===== src/rtl/pic_int_sequencer_pkg.sv =====
// Shared types and constants for the PIC interrupt sequencer: FSM states, OCW2 command codes,
// reset/spurious levels, and priority helpers.
package pic_int_sequencer_pkg;

    typedef enum logic {
        ST_IDLE = 1'b0,
        ST_ACK1 = 1'b1
    } state_t;

    // OCW2 {R,SL,EOI} command codes
    localparam logic [2:0] OCW2_CLR_ROT_AEOI = 3'b000;
    localparam logic [2:0] OCW2_NS_EOI       = 3'b001;
    localparam logic [2:0] OCW2_NOP          = 3'b010;
    localparam logic [2:0] OCW2_SP_EOI       = 3'b011;
    localparam logic [2:0] OCW2_SET_ROT_AEOI = 3'b100;
    localparam logic [2:0] OCW2_ROT_NS_EOI   = 3'b101;
    localparam logic [2:0] OCW2_SET_PRIO     = 3'b110;
    localparam logic [2:0] OCW2_ROT_SP_EOI   = 3'b111;

    localparam logic [2:0] LP_RESET          = 3'd7;
    localparam logic [2:0] SPURIOUS_LVL_DFLT = 3'd7;

    // 0 = highest priority given the current lowest-priority pointer
    function automatic logic [2:0] prio_rank(input logic [2:0] lvl, input logic [2:0] lp);
        return lvl - lp - 3'd1;
    endfunction

    function automatic logic [7:0] onehot8(input logic [2:0] idx);
        return 8'b1 << idx;
    endfunction

endpackage


===== src/rtl/pic_int_sequencer_priority_resolver.sv =====
// Combinational rotating priority encoder: returns the highest-priority set bit of i_req,
// where level (i_lp+1) mod 8 ranks highest and priority descends with wrap.
module pic_priority_resolver (
    input  logic [7:0] i_req,
    input  logic [2:0] i_lp,
    output logic       o_valid,
    output logic [2:0] o_lvl
);
    logic [2:0]  w_start;
    logic [15:0] w_dbl;
    logic [7:0]  w_rot;
    logic [2:0]  w_idx;

    always_comb begin
        w_start = i_lp + 3'd1;
        w_dbl   = {i_req, i_req};
        w_rot   = w_dbl[{1'b0, w_start} +: 8];
        w_idx   = 3'd0;
        o_valid = 1'b0;
        for (int k = 7; k >= 0; k--) begin
            if (w_rot[k]) begin
                w_idx   = 3'(k);
                o_valid = 1'b1;
            end
        end
        o_lvl = w_idx + w_start;
    end

endmodule


===== src/rtl/pic_int_sequencer.sv =====
// 8259A control core: fully-nested priority resolution, two-pulse 8086 INTA sequence, OCW2 EOI/rotate.
// int_out and all outputs are registered; irr_clr and data_oe are single-cycle pulses.
module pic_int_sequencer
    import pic_int_sequencer_pkg::*;
#(
    parameter logic [2:0] SPURIOUS_LVL = SPURIOUS_LVL_DFLT
) (
    input  logic       i_clk,
    input  logic       i_reset,
    input  logic [7:0] i_irr,
    input  logic [7:0] i_imr,
    input  logic [4:0] i_vec_base,
    input  logic       i_aeoi,
    input  logic       i_inta,
    input  logic       i_ocw2_wr,
    input  logic [7:0] i_ocw2,
    output logic       o_int_out,
    output logic [7:0] o_isr,
    output logic [7:0] o_irr_clr,
    output logic [7:0] o_data_out,
    output logic       o_data_oe
);
    state_t     r_state, w_state_nxt;
    logic [7:0] r_isr, w_isr_nxt;
    logic [2:0] r_lp, w_lp_nxt;
    logic       r_rot_aeoi, w_rot_aeoi_nxt;
    logic [2:0] r_lvl, w_lvl_nxt;
    logic       r_spur, w_spur_nxt;
    logic       r_int_out, w_int_nxt;
    logic [7:0] r_irr_clr, w_irr_clr_nxt;
    logic [7:0] r_data_out, w_data_out_nxt;
    logic       r_data_oe, w_data_oe_nxt;

    logic [7:0] w_pend;
    logic       w_cand_vld, w_isr_vld, w_cand_ok;
    logic [2:0] w_cand_lvl, w_isr_hi;
    logic [7:0] w_eoi_clr, w_aeoi_clr, w_isr_set;
    logic       w_ocw_lp_wr, w_ack_lp_wr;

    assign w_pend = i_irr & ~i_imr;

    pic_priority_resolver u_pend_res (
        .i_req   (w_pend),
        .i_lp    (r_lp),
        .o_valid (w_cand_vld),
        .o_lvl   (w_cand_lvl)
    );

    pic_priority_resolver u_isr_res (
        .i_req   (r_isr),
        .i_lp    (r_lp),
        .o_valid (w_isr_vld),
        .o_lvl   (w_isr_hi)
    );

    assign w_cand_ok = w_cand_vld &&
                       (!w_isr_vld || (prio_rank(w_cand_lvl, r_lp) < prio_rank(w_isr_hi, r_lp)));

    // D4:D3 must be 00 for the byte to be an OCW2 rather than ICW1/OCW3
    always_comb begin
        w_eoi_clr      = 8'h00;
        w_ocw_lp_wr    = 1'b0;
        w_rot_aeoi_nxt = r_rot_aeoi;
        if (i_ocw2_wr && (i_ocw2[4:3] == 2'b00)) begin
            case (i_ocw2[7:5])
                OCW2_NS_EOI:       if (w_isr_vld) w_eoi_clr = onehot8(w_isr_hi);
                OCW2_SP_EOI:       w_eoi_clr = onehot8(i_ocw2[2:0]);
                OCW2_ROT_NS_EOI: begin
                    if (w_isr_vld) begin
                        w_eoi_clr   = onehot8(w_isr_hi);
                        w_ocw_lp_wr = 1'b1;
                    end
                end
                OCW2_ROT_SP_EOI: begin
                    w_eoi_clr   = onehot8(i_ocw2[2:0]);
                    w_ocw_lp_wr = 1'b1;
                end
                OCW2_SET_PRIO:     w_ocw_lp_wr = 1'b1;
                OCW2_SET_ROT_AEOI: w_rot_aeoi_nxt = 1'b1;
                OCW2_CLR_ROT_AEOI: w_rot_aeoi_nxt = 1'b0;
                default: ;
            endcase
        end
    end

    always_comb begin
        w_state_nxt    = r_state;
        w_int_nxt      = r_int_out;
        w_lvl_nxt      = r_lvl;
        w_spur_nxt     = r_spur;
        w_irr_clr_nxt  = 8'h00;
        w_data_out_nxt = r_data_out;
        w_data_oe_nxt  = 1'b0;
        w_isr_set      = 8'h00;
        w_aeoi_clr     = 8'h00;
        w_ack_lp_wr    = 1'b0;
        case (r_state)
            ST_IDLE: begin
                w_int_nxt = w_cand_ok;
                if (i_inta) begin
                    w_int_nxt   = 1'b0;
                    w_state_nxt = ST_ACK1;
                    w_spur_nxt  = !w_cand_ok;
                    if (w_cand_ok) begin
                        w_lvl_nxt     = w_cand_lvl;
                        w_isr_set     = onehot8(w_cand_lvl);
                        w_irr_clr_nxt = onehot8(w_cand_lvl);
                    end else begin
                        w_lvl_nxt = SPURIOUS_LVL;
                    end
                end
            end
            ST_ACK1: begin
                w_int_nxt = 1'b0;
                if (i_inta) begin
                    w_data_out_nxt = {i_vec_base, r_lvl};
                    w_data_oe_nxt  = 1'b1;
                    w_state_nxt    = ST_IDLE;
                    if (i_aeoi && !r_spur) begin
                        w_aeoi_clr  = onehot8(r_lvl);
                        w_ack_lp_wr = r_rot_aeoi;
                    end
                end
            end
            default: w_state_nxt = ST_IDLE;
        endcase
    end

    // INTA/AEOI pointer update wins over a concurrent OCW2 rotate
    always_comb begin
        w_isr_nxt = (r_isr & ~w_eoi_clr & ~w_aeoi_clr) | w_isr_set;
        w_lp_nxt  = r_lp;
        if (w_ack_lp_wr)      w_lp_nxt = r_lvl;
        else if (w_ocw_lp_wr) w_lp_nxt = (i_ocw2[7:5] == OCW2_ROT_NS_EOI) ? w_isr_hi : i_ocw2[2:0];
    end

    always_ff @(posedge i_clk) begin
        if (i_reset) begin
            r_state    <= ST_IDLE;
            r_isr      <= 8'h00;
            r_lp       <= LP_RESET;
            r_rot_aeoi <= 1'b0;
            r_lvl      <= 3'd0;
            r_spur     <= 1'b0;
            r_int_out  <= 1'b0;
            r_irr_clr  <= 8'h00;
            r_data_out <= 8'h00;
            r_data_oe  <= 1'b0;
        end else begin
            r_state    <= w_state_nxt;
            r_isr      <= w_isr_nxt;
            r_lp       <= w_lp_nxt;
            r_rot_aeoi <= w_rot_aeoi_nxt;
            r_lvl      <= w_lvl_nxt;
            r_spur     <= w_spur_nxt;
            r_int_out  <= w_int_nxt;
            r_irr_clr  <= w_irr_clr_nxt;
            r_data_out <= w_data_out_nxt;
            r_data_oe  <= w_data_oe_nxt;
        end
    end

    assign o_int_out  = r_int_out;
    assign o_isr      = r_isr;
    assign o_irr_clr  = r_irr_clr;
    assign o_data_out = r_data_out;
    assign o_data_oe  = r_data_oe;

endmodule


===== config.mk =====
export PLATFORM = sky130hd
export DESIGN_NAME = pic_int_sequencer
export DESIGN_NICKNAME = d
export VERILOG_FILES = /design/src/rtl/pic_int_sequencer_pkg.sv /design/src/rtl/pic_int_sequencer_priority_resolver.sv /design/src/rtl/pic_int_sequencer.sv
export SDC_FILE = /design/constraint.sdc
export NUM_CORES = 1
export LEC_CHECK = 0
export CAP_MARGIN = 20
export CORE_MARGIN = 2
export CORE_UTILIZATION = 47
export DETAILED_ROUTE_END_ITERATION = 10
export GPL_TIMING_DRIVEN = 0
export PLACE_DENSITY_LB_ADDON = 0.3
export SYNTH_ARGS = -nofsm -noshare
export SYNTH_HDL_FRONTEND = slang
export SYNTH_SLANG_ARGS = --single-unit

===== constraint.sdc =====
create_clock -name i_clk -period 4.9 [get_ports i_clk]
set_input_delay 0.98 -clock i_clk [delete_from_list [all_inputs] [get_ports i_clk]]
set_output_delay 0.98 -clock i_clk [all_outputs]
set_load 0.005 [all_outputs]

Yosys cells after proc, flatten, opt, wreduce, memory -nomap -nowiden
Index checks and enable logic that the tools add are counted.
{"block": "word_totals", "romBits": 0, "output_inout_bits": 26, "input_bits": 34, "mem_bits_rw": 0, "word_cells": 113, "ff_bits": 35, "latch_bits": 0, "n_memories": 0}
{"block": "classes", "div_mod_pow": 0, "add_sub_neg": 7, "n_reduce_logical": 18, "bitwise_logic": 8, "multipliers": 0, "mux": 57, "shifts": 6, "order_cmp": 1, "eq_ne": 6}
{"cell": "$mux 8", "count": 8}
{"cell": "$mux 3", "count": 20}
{"cell": "$shiftx 16x4->8", "count": 2}
{"cell": "$shl 1x3->8 const A", "count": 4}
{"cell": "$and 8x8->8", "count": 3}
{"cell": "$mux 1", "count": 24}
{"cell": "$not 8->8", "count": 3}
{"cell": "$pmux 8 s2", "count": 1}
{"cell": "$eq 3x3->1 const B", "count": 4}
{"cell": "$or 8x8->8", "count": 1}
{"cell": "$pmux 1 s2", "count": 4}
{"cell": "$reduce_or 2->1", "count": 4}
{"cell": "$add 3x3->3", "count": 2}
{"cell": "$reduce_and 2->1", "count": 3}
{"cell": "$sub 3x1->3 const B", "count": 2}
{"cell": "$sub 3x3->3", "count": 2}
{"cell": "$reduce_bool 2->1", "count": 2}
{"cell": "$add 3x1->3 const B", "count": 1}
{"cell": "$eq 3x1->1 const B", "count": 1}
{"cell": "$eq 3x2->1 const B", "count": 1}
{"cell": "$logic_and 1x1->1", "count": 3}
{"cell": "$logic_not 1->1", "count": 3}
{"cell": "$logic_not 3->1", "count": 1}
{"cell": "$lt 3x3->1", "count": 1}
{"cell": "3 further kinds", "count": 3}

Logic depth before layout (Yosys ltp)
Gate-level depths: netlist of the first run.
{"block": "logic_depth", "word_depth": 21, "ltp_mapped": 23}

Modules after synthesis
From an unflattened synthesis of the first run, not the netlist that was laid out.
{"block": "hier_totals", "cells_unflattened": 298, "area_unflattened_um2": 2892.8}
{"module": "pic_int_sequencer", "seq_area_each_um2": 700.7, "area_per_inst_um2": 1781.7, "instances": 1, "cells_per_inst": 194}
{"module": "pic_priority_resolver", "seq_area_each_um2": 0.0, "area_per_inst_um2": 555.5, "instances": 2, "cells_per_inst": 52}

Worst setup path before layout of the first run
Ideal clock, no wire load.
{"block": "synth_path", "path_type": "input to register", "from": "input port i_irr[6]", "to": "register r_lvl[1]", "cell_stages": 20, "setup_slack_ns": -0.243, "arrival_time_ns": 5.025, "required_time_ns": 4.781, "cell_sequence": "nor2b_1 mux4_2 mux2i_1 nand2b_1 a21bo_2 a21boi_1 o21ba_2 ha_1 inv_1 fa_1 inv_1 fa_1 xnor2_1 xnor2_1 ha_1 nor2b_1 o21ai_0 nand2_2 buf_4 o221a_1"}
{"block": "synth_via", "elab_chain_cells": 17}
{"element": "from (decl)", "line_no": "pic_int_sequencer.sv:10", "source": "input logic [7:0] i_irr,"}
{"element": "$and 8x8->8 (*)", "line_no": "pic_int_sequencer.sv:40", "source": "assign w_pend = i_irr & ~i_imr;"}
{"element": "$shiftx 16x4->8 (*)", "line_no": "pic_int_sequencer_priority_resolver.sv:17", "source": "w_rot = w_dbl[{1'b0, w_start} +: 8];"}
{"element": "$mux 3 (8 in a row)", "line_no": "pic_int_sequencer_priority_resolver.sv:21", "source": "if (w_rot[k]) begin"}
{"element": "$add 3x3->3", "line_no": "pic_int_sequencer_priority_resolver.sv:26", "source": "o_lvl = w_idx + w_start;"}
{"element": "$sub 3x3->3", "line_no": "pic_int_sequencer_pkg.sv:25", "source": "return lvl - lp - 3'd1;"}
{"element": "$sub 3x1->3", "line_no": "pic_int_sequencer_pkg.sv:25"}
{"element": "$lt 3x3->1", "line_no": "pic_int_sequencer.sv:57", "source": "(!w_isr_vld || (prio_rank(w_cand_lvl, r_lp) < prio_rank(w_isr_hi, r_lp)));"}
{"element": "$logic_or 1x1->1", "line_no": "pic_int_sequencer.sv:57"}
{"element": "$logic_and 1x1->1", "line_no": "pic_int_sequencer.sv:56", "source": "assign w_cand_ok = w_cand_vld &&"}
{"element": "$mux 3 (*)", "line_no": "pic_int_sequencer.sv:104", "source": "if (w_cand_ok) begin"}
{"element": "to (signal assigned)", "line_no": "pic_int_sequencer.sv:154", "source": "r_lvl <= w_lvl_nxt;"}
{"element": "to (decl)", "line_no": "pic_int_sequencer.sv:27", "source": "logic [2:0] r_lvl, w_lvl_nxt;"}
Mark *: on every way between the ends. The rest lies on a longest branch, timed or not.
A chain may end at the register's enable or synchronous reset.

Worst setup path after layout of the first run
{"block": "layout_path", "from": "input port i_irr[2]", "to": "register r_isr[4] (netlist: o_isr[4])"}
{"block": "layout_via", "elab_chain_cells": 20}
{"element": "$and 8x8->8 (*)", "line_no": "pic_int_sequencer.sv:40"}
{"element": "$shiftx 16x4->8 (*)", "line_no": "pic_int_sequencer_priority_resolver.sv:17"}
{"element": "$mux 3 (8 in a row)", "line_no": "pic_int_sequencer_priority_resolver.sv:21"}
{"element": "$add 3x3->3", "line_no": "pic_int_sequencer_priority_resolver.sv:26"}
{"element": "$sub 3x3->3", "line_no": "pic_int_sequencer_pkg.sv:25"}
{"element": "$sub 3x1->3", "line_no": "pic_int_sequencer_pkg.sv:25"}
{"element": "$lt 3x3->1", "line_no": "pic_int_sequencer.sv:57"}
{"element": "$logic_or 1x1->1", "line_no": "pic_int_sequencer.sv:57"}
{"element": "$logic_and 1x1->1", "line_no": "pic_int_sequencer.sv:56"}
{"element": "$mux 8 (*) (3 in a row)"}
{"element": "$or 8x8->8 (*)", "line_no": "pic_int_sequencer.sv:131", "source": "w_isr_nxt = (r_isr & ~w_eoi_clr & ~w_aeoi_clr) | w_isr_set;"}
{"element": "to (signal assigned)", "line_no": "pic_int_sequencer.sv:151", "source": "r_isr <= w_isr_nxt;"}
{"element": "to (decl)", "line_no": "pic_int_sequencer.sv:24", "source": "logic [7:0] r_isr, w_isr_nxt;"}
Marked as above.

==> results.md, run 1 <==
* Multi-input logic area at 2396 sq um
* Post-synthesis cell area at 2972 sq um
* WP data required at 5.11 ns
* DRC viols at 0
* Max-cap violations at 0
* Most frequent cells in the layout: clkdlybuf4s50_1 (42), dfxtp_1 (35), nor2_1 (28), nand2_1 (24), buf_4 (20)
* Final core occ at 69.04%
* Worst Max-Slew Pin Slew at 0.6088 ns
* First-pass GRT wire length at between 10 and 15 mm
* Final HPWL DP at 6.202 mm
* Most common cell after layout, fill and taps aside: clkdlybuf4s50_1
* Die X at 83.52 um
* Max Clock Freq at 202.5 MHz
* Core area at 6026 sq um
* Max incr delay on CP at 0.56 ns
* Congestion Overflow GR at 0
* CTS Hold Bufs at 0
* Largest area contributor in the netlist: dfxtp_1
* WP buf/inv at 4
* Hold Vio Cnt, Final at 0
* CTS clk-pin slew, worst paths at 0.08 ns
* Period utilization at 100.8%
* Largest net degree at the start of global routing at 14
* Hold slack at ~0.5 ns
* GRT Resource Usage Total at around a quarter
* H-tree depth at 2
* Post-synthesis sequential area ratio at 23.58%
* Failing checks: setup timing
* Crit end category: register
* Clk Tree Root Cell: clkbuf_8
* Fin worst setup slack at -0.03789 ns
* Ports at 60
* CP Launch Type: primary input
* Clk_skew at approximately 0.0045 ns
* Row count at 28
* Initial Util at 49.31%
* Iteration-0 DRC Markers at 175
* Post-synth EDFFs at 0
* Num CTS Buffers at 5
* Unique masters post-synth at 71
* Post-synth top area share at 23.58%
* Clock power share at 18.5%
* Critical-path cell list: buf_8 > nor2b_4 > mux4_2 > mux2i_4 > nand2b_1 > a21bo_2 > a21boi_2 > o21ba_4 > ha_4 > inv_2 > fa_2 > inv_2 > fa_2 > xnor2_2 > xnor2_1 > ha_1 > nor2b_4 > o21ai_4 > nand2_4 > buf_6 > o32ai_2
* RSZ-0062 raised after global routing: true
* Area grow syn2layout at 40.00%
* Final setup fails at 5
* Min Tclk post-route at 4.938 ns
* Initial antenna violation count at 0
* PwrDens at 342.0 nW/um^2
* Sequential power share at 23.7%
* Syn avg cell area at 8.689 sq um
* Die Footprint at 6975 sq um
* Post-synth top flop: dfxtp_1
* Crit path DAT at 5.15 ns
* Sw frac at 40.60%
* Vias in the first global route at just under 3,000
* Post-route ant nets at 0
* GP Congestion at ~0.92
* Cell family with the largest share of critical-path delay: adder cells
* Status: finished with violations
* Maximum VDD drop at 0.2693 mV
* Fillcell total at 462
* Crit path max fanout at 7
* Die height at 83.52 um
* Slew HR at 59.07%
* Ranking of synthesized cells by area: dfxtp_1 (24%), mux4_2 (7.6%), mux2i_1 (7.4%)
* Register bit count reported by yosys at 35
* Via density at 6.114
* Total number of vias at roughly 3,100
* Diode count at 0
* PortBufs at 58
* Leakage power at around 0.0016 uW
* Syn Nets at approximately 400
* WL final at 8.709 mm
* Worst-path cell with the longest stage delay: fa_2
* Kind of critical path: primary input to register
* Clock Path Buffers at 2
* Comb pwr share at 57.8%
* Clock sinks at 35
* Layout Nets at 473
* Mapped Cells at 342
* Synth Warn # at 0
* TritonCTS clock tree: yes
* Clk Latency, worst-skew pair at 0.29 ns
* Sw Pwr at roughly 580 uW
* WL/cell at 17.35 um
* Post-synth ARST share at 0%
* Final Max Tran Viols at 0
* Int Power at 845.0 uW
* Worst hold path type: register to register
* DR pass1 iterations at 4
* Reg area at 700.7 sq um
* Layout cells sized above 1 at 28.34%
cell families after synthesis:
logic type | Yosys count | synth area share, %
compound gates | 74 | 18.32
buf+inv | 34 | 5.389
flops | 35 | 23.58
mux | 36 | 16.59
simple gates | 138 | 24.93
fa+ha+maj | 14 | 6.821
xor+xnor | 11 | 4.379
power groups by stage:
stage / combinational (uW) / clock (uW) / sequential [uW]
after floorplan: 421 / 0 / 336
after global placement: 572 / 0 / 341
after detailed placement: 593 / 0 / 342
after CTS: 733 / 265 / 336
after global routing: 880 / 278 / 340
final: 822 / 263 / 338
worst reg2reg max path, cell delays in order, from the launching register on:
cell      delay (ns)
dfxtp_1         0.34
buf_4           0.18
inv_4           0.12
buf_6           0.19
mux4_2          0.55
mux2i_4         0.20
nand2b_1        0.08
a21bo_2         0.22
a21boi_2        0.19
o21ba_4         0.17
ha_4            0.12
inv_2           0.03
fa_2            0.56
inv_2           0.06
fa_2            0.37
xnor2_2         0.15
xnor2_1         0.13
ha_1            0.30
nor2b_4         0.14
o21ai_4         0.19
nand2_4         0.12
buf_6           0.16
o32ai_2         0.23
layout make-up:
type                            count  share of cell area [%]
Clock inverter                      3                   1.053
Clock buffer                        5                   1.654
Tap cell                           75                   2.256
Inverter                           15                   1.414
Sequential cell                    35                   16.84
Timing Repair Buffer               77                   16.09
Buffer                             19                   3.098
Multi-Input combinational cell    273                   57.59
per-stage QoR:
| step | cell area (sq um) | TNS, ns | std cells | power, uW | worst slack (ns) |
|---|---|---|---|---|---|
| 3_5_place_dp | 3664 | -15.19 | 475 | 935.0 | -0.8426 |
| 5_1_grt | 4160 | -2.522 | 502 | 1498 | -0.1971 |
| 4_1_cts | 4068 | 0 | 496 | 1333 | 0.002219 |
| 3_3_place_gp | 3664 | -13.08 | 475 | 913.6 | -0.7295 |
| 2_1_floorplan | 2989 | 0 | 342 | 756.7 | 0.002508 |
| 6_report | 4160 | -0.08387 | 502 | 1423 | -0.03789 |
path summary, 6_finish.rpt:
kind	from	end	slack [ns]	depth (start not counted)
min reg2reg	o_data_out[0]	o_data_out[0]	0.50	2
min	o_data_out[0]	o_data_out[0]	0.50	2
max	i_irr[2]	o_isr[4]	-0.04	21
max reg2reg	r_lp[0]	o_isr[4]	0.02	22
cells in the mapped netlist, drive strengths merged (2+ instances only):
cell type / n
nand4: 8
ha: 9
a21oi: 14
a311oi: 2
o41ai: 4
dfxtp: 35
o32ai: 2
nor3: 17
nor2b: 10
nand3b: 4
clkbuf: 10
a21boi: 3
mux2: 3
mux4: 10
nor2: 29
o31ai: 6
o221ai: 2
nor3b: 10
xnor2: 8
o221a: 3
xor2: 3
buf: 9
nor4: 6
o31a: 2
nand2b: 13
and2: 2
a31oi: 4
fa: 4
mux2i: 23
o21bai: 2
o21ai: 11
o311ai: 4
inv: 15
a21o: 2
nand2: 25
nand3: 10
o22ai: 2
per-layer routing:
metal  track usage (%)  wire length, um  vias to the layer above
met1             31.22             3678                     1459
met3             4.253              551                       24
li1                  -                -                     1445
met2             39.66             4294                      141
met4             8.944              184                        0
met5                 0                0                        -
registers in the layout (all words and copies together) (netlist names):
name and cells:
o_data_out 8, o_irr_clr 8, o_isr 8, r_lp 3, r_lvl 3, o_data_oe 1
o_int_out 1, r_rot_aeoi 1, r_spur 1, r_state 1
timing repair:
action	CTS	global route
buffers inserted	12	6
gates resized for setup	70	46
hold endpoints to repair	0	0
pin swaps	14	19
setup endpoints to repair	21	21
cloned	1	0
(Power assumes the default switching activity.)
==> inputs of run 2 (changes only) <==
- CORE_UTILIZATION: 47 -> 45
- GPL_TIMING_DRIVEN: 0 -> not set
==> run 2 against run 1 <==
Against the previous run:
- the flow still finishes with violations (setup timing)
- die area up 4.2%
- global-route usage fell by 0.54 points
- sequential share of layout area is 0.44 points lower
- first-iteration DRC count grew 3.4%
- final cell count rose by 1.6%
==> results.md, run 2 (synthesized netlist as in run 1, its figures left out) <==
* Status: finished with violations
* Failing checks: setup timing
* CP Launch Type: primary input
* Clock sinks at 35
* Crit path DAT at 5.16 ns
* DR pass1 iterations at 5
* Crit end category: register
* Final setup fails at 7
* Clk Latency, worst-skew pair at 0.30 ns
* Comb pwr share at 57.4%
* Area grow syn2layout at 43.75%
* Final Max Tran Viols at 0
* CTS Hold Bufs at 0
* TritonCTS clock tree: yes
* Die X at between 80 and 90 um
* Leakage power at 0.001681 uW
* Sw frac at 42.12%
* R2r setup slk at 0.02 ns
* Int Power at 849.1 uW
* H-tree depth at 2
* Max-cap violations at 0
* Multi-input logic area at between 2000 and 2500 sq um
* Clk_skew at 0.008160 ns
* Initial antenna violation count at 0
* R2R depth at 20
* RR Endpoint: o_isr[3]
* Worst Setup EP: o_isr[3]
* Met1 track demand over resource at 31.66%
* First-pass GRT wire length at 13.88 mm
* Min Tclk post-route at 4.962 ns
* Ports at 60
* Die Footprint at 7269 sq um
* Layout Nets at 479
* Slew HR at 45.00%
* Die height at around 85 um
* Vias in the first global route at 2,924
* Total number of vias at 3,105
* PwrDens at about 340 nW/um^2
* GP Congestion at 0.9095
* Congestion Overflow GR at 0
* Met3 global-route usage at 3.016%
* Final HPWL DP at 6.379 mm
* Clock power share at between 10% and 20%
* RSZ-0062 raised after global routing: true
* Fin worst setup slack at -0.06214 ns
* Iteration-0 DRC Markers at 181
* Num CTS Buffers at 5
* WL/cell at 17.72 um
* Post-route ant nets at 0
* Sw Pwr at ~600 uW
* Clock Path Buffers at 2
* Kind of critical path: primary input to register
* Reg-to-Reg Start: r_lp[0]
* Row count at 29
* DRC viols at 0
* Layout cells sized above 1 at between 30% and 40%
* Maximum VDD drop at between 0.2 and 0.25 mV
* CTS clk-pin slew, worst paths at 0.08 ns
* Most frequent cells in the layout: clkdlybuf4s50_1 (43), buf_4 (39), dfxtp_1 (35), nor2_1 (27), nand2_1 (24)
* GRT Resource Usage Total at 23.38%
* Diode count at 0
* Most common cell after layout, fill and taps aside: clkdlybuf4s50_1
* WL final at about 9 mm
* Critical path origin: i_irr[7]
* PortBufs at 59
* GR Util met2 at 38.85%
* Fillcell total at 507
* Clk Tree Root Cell: clkbuf_8
* Worst Max-Slew Pin Slew at 0.8210 ns
* Initial Util at 46.53%
* Max Clock Freq at around 200 MHz
* Sequential power share at approximately a quarter
* Most used routing layer: met2
* Core area at around 6400 sq um
* WP data required at 5.09 ns
* Period utilization at 101.3%
* Hold slack at 0.5032 ns
* Hold Vio Cnt, Final at 0
* Via density at 6.088
* Worst hold path type: register to register
* Largest net degree at the start of global routing at 26
* Setup_tns at -0.1985 ns
* Crit path max fanout at 7
* Reg area at 700.7 sq um
-- run 2: area by class of cell --
class | instances | area share (%)
Multi-Input combinational cell | 274 | 57.09
Timing Repair Buffer | 101 | 20.18
Sequential cell | 35 | 16.40
Tap cell | 77 | 2.255
Clock buffer | 5 | 1.611
Inverter | 15 | 1.435
Clock inverter | 3 | 1.025
-- run 2: critical path, stage by stage --
cell	delay, ns
buf_6	0.09
nor2b_4	0.11
mux4_2	0.52
mux2i_2	0.22
nand2b_1	0.09
a21bo_2	0.22
a21boi_2	0.20
o21ba_4	0.17
ha_4	0.13
inv_2	0.04
fa_1	0.58
inv_2	0.06
fa_2	0.37
xnor2_2	0.14
xnor2_1	0.13
ha_1	0.30
nor2b_4	0.14
o21ai_4	0.24
nand2_4	0.16
o41ai_2	0.29
-- run 2: layer usage --
metal,up-vias,wire length [um]
met3,25,441
met2,123,4568
met4,0,235
met1,1497,3789
met5,-,0
li1,1460,-
-- run 2: worst min path at each step --
stage	startpoint	end	slack, ns	cells past startpoint
final	o_data_out[0]	o_data_out[0]	0.50	2
after floorplan	r_rot_aeoi	r_rot_aeoi	0.48	2
after detailed placement	o_data_out[0]	o_data_out[0]	0.49	2
after global placement	o_data_out[7]	o_data_out[7]	0.47	2
after CTS	o_data_out[0]	o_data_out[0]	0.51	2
after global routing	o_data_out[7]	o_data_out[7]	0.55	2
-- run 2: through the flow --
stage                     total power, uW  cells  util [%]  setup slack, ns  area, sq um
final                                1467    510     66.89         -0.06214         4272
after global routing                 1544    510     66.89          -0.1527         4272
after floorplan                     756.7    342         -         0.002508         2989
after CTS                            1327    505     63.73        -0.002528         4070
after global placement              974.8    494     60.03          -0.4318         3834
after detailed placement            994.0    494     60.03          -0.6308         3834
-- run 2: power by group through the flow --
stage	Sequential, uW	Clock (uW)	Combinational (uW)
floorplan	336	0	421
global placement	359	0	616
detailed placement	359	0	635
CTS	352	270	705
global route	360	282	903
finish	356	269	842
-- run 2: timing repair --
item	in CTS	in global routing
setup endpoints to repair	21	21
resized for setup	44	71
setup buffers	2	5
cloned	1	0
pin swaps	9	20
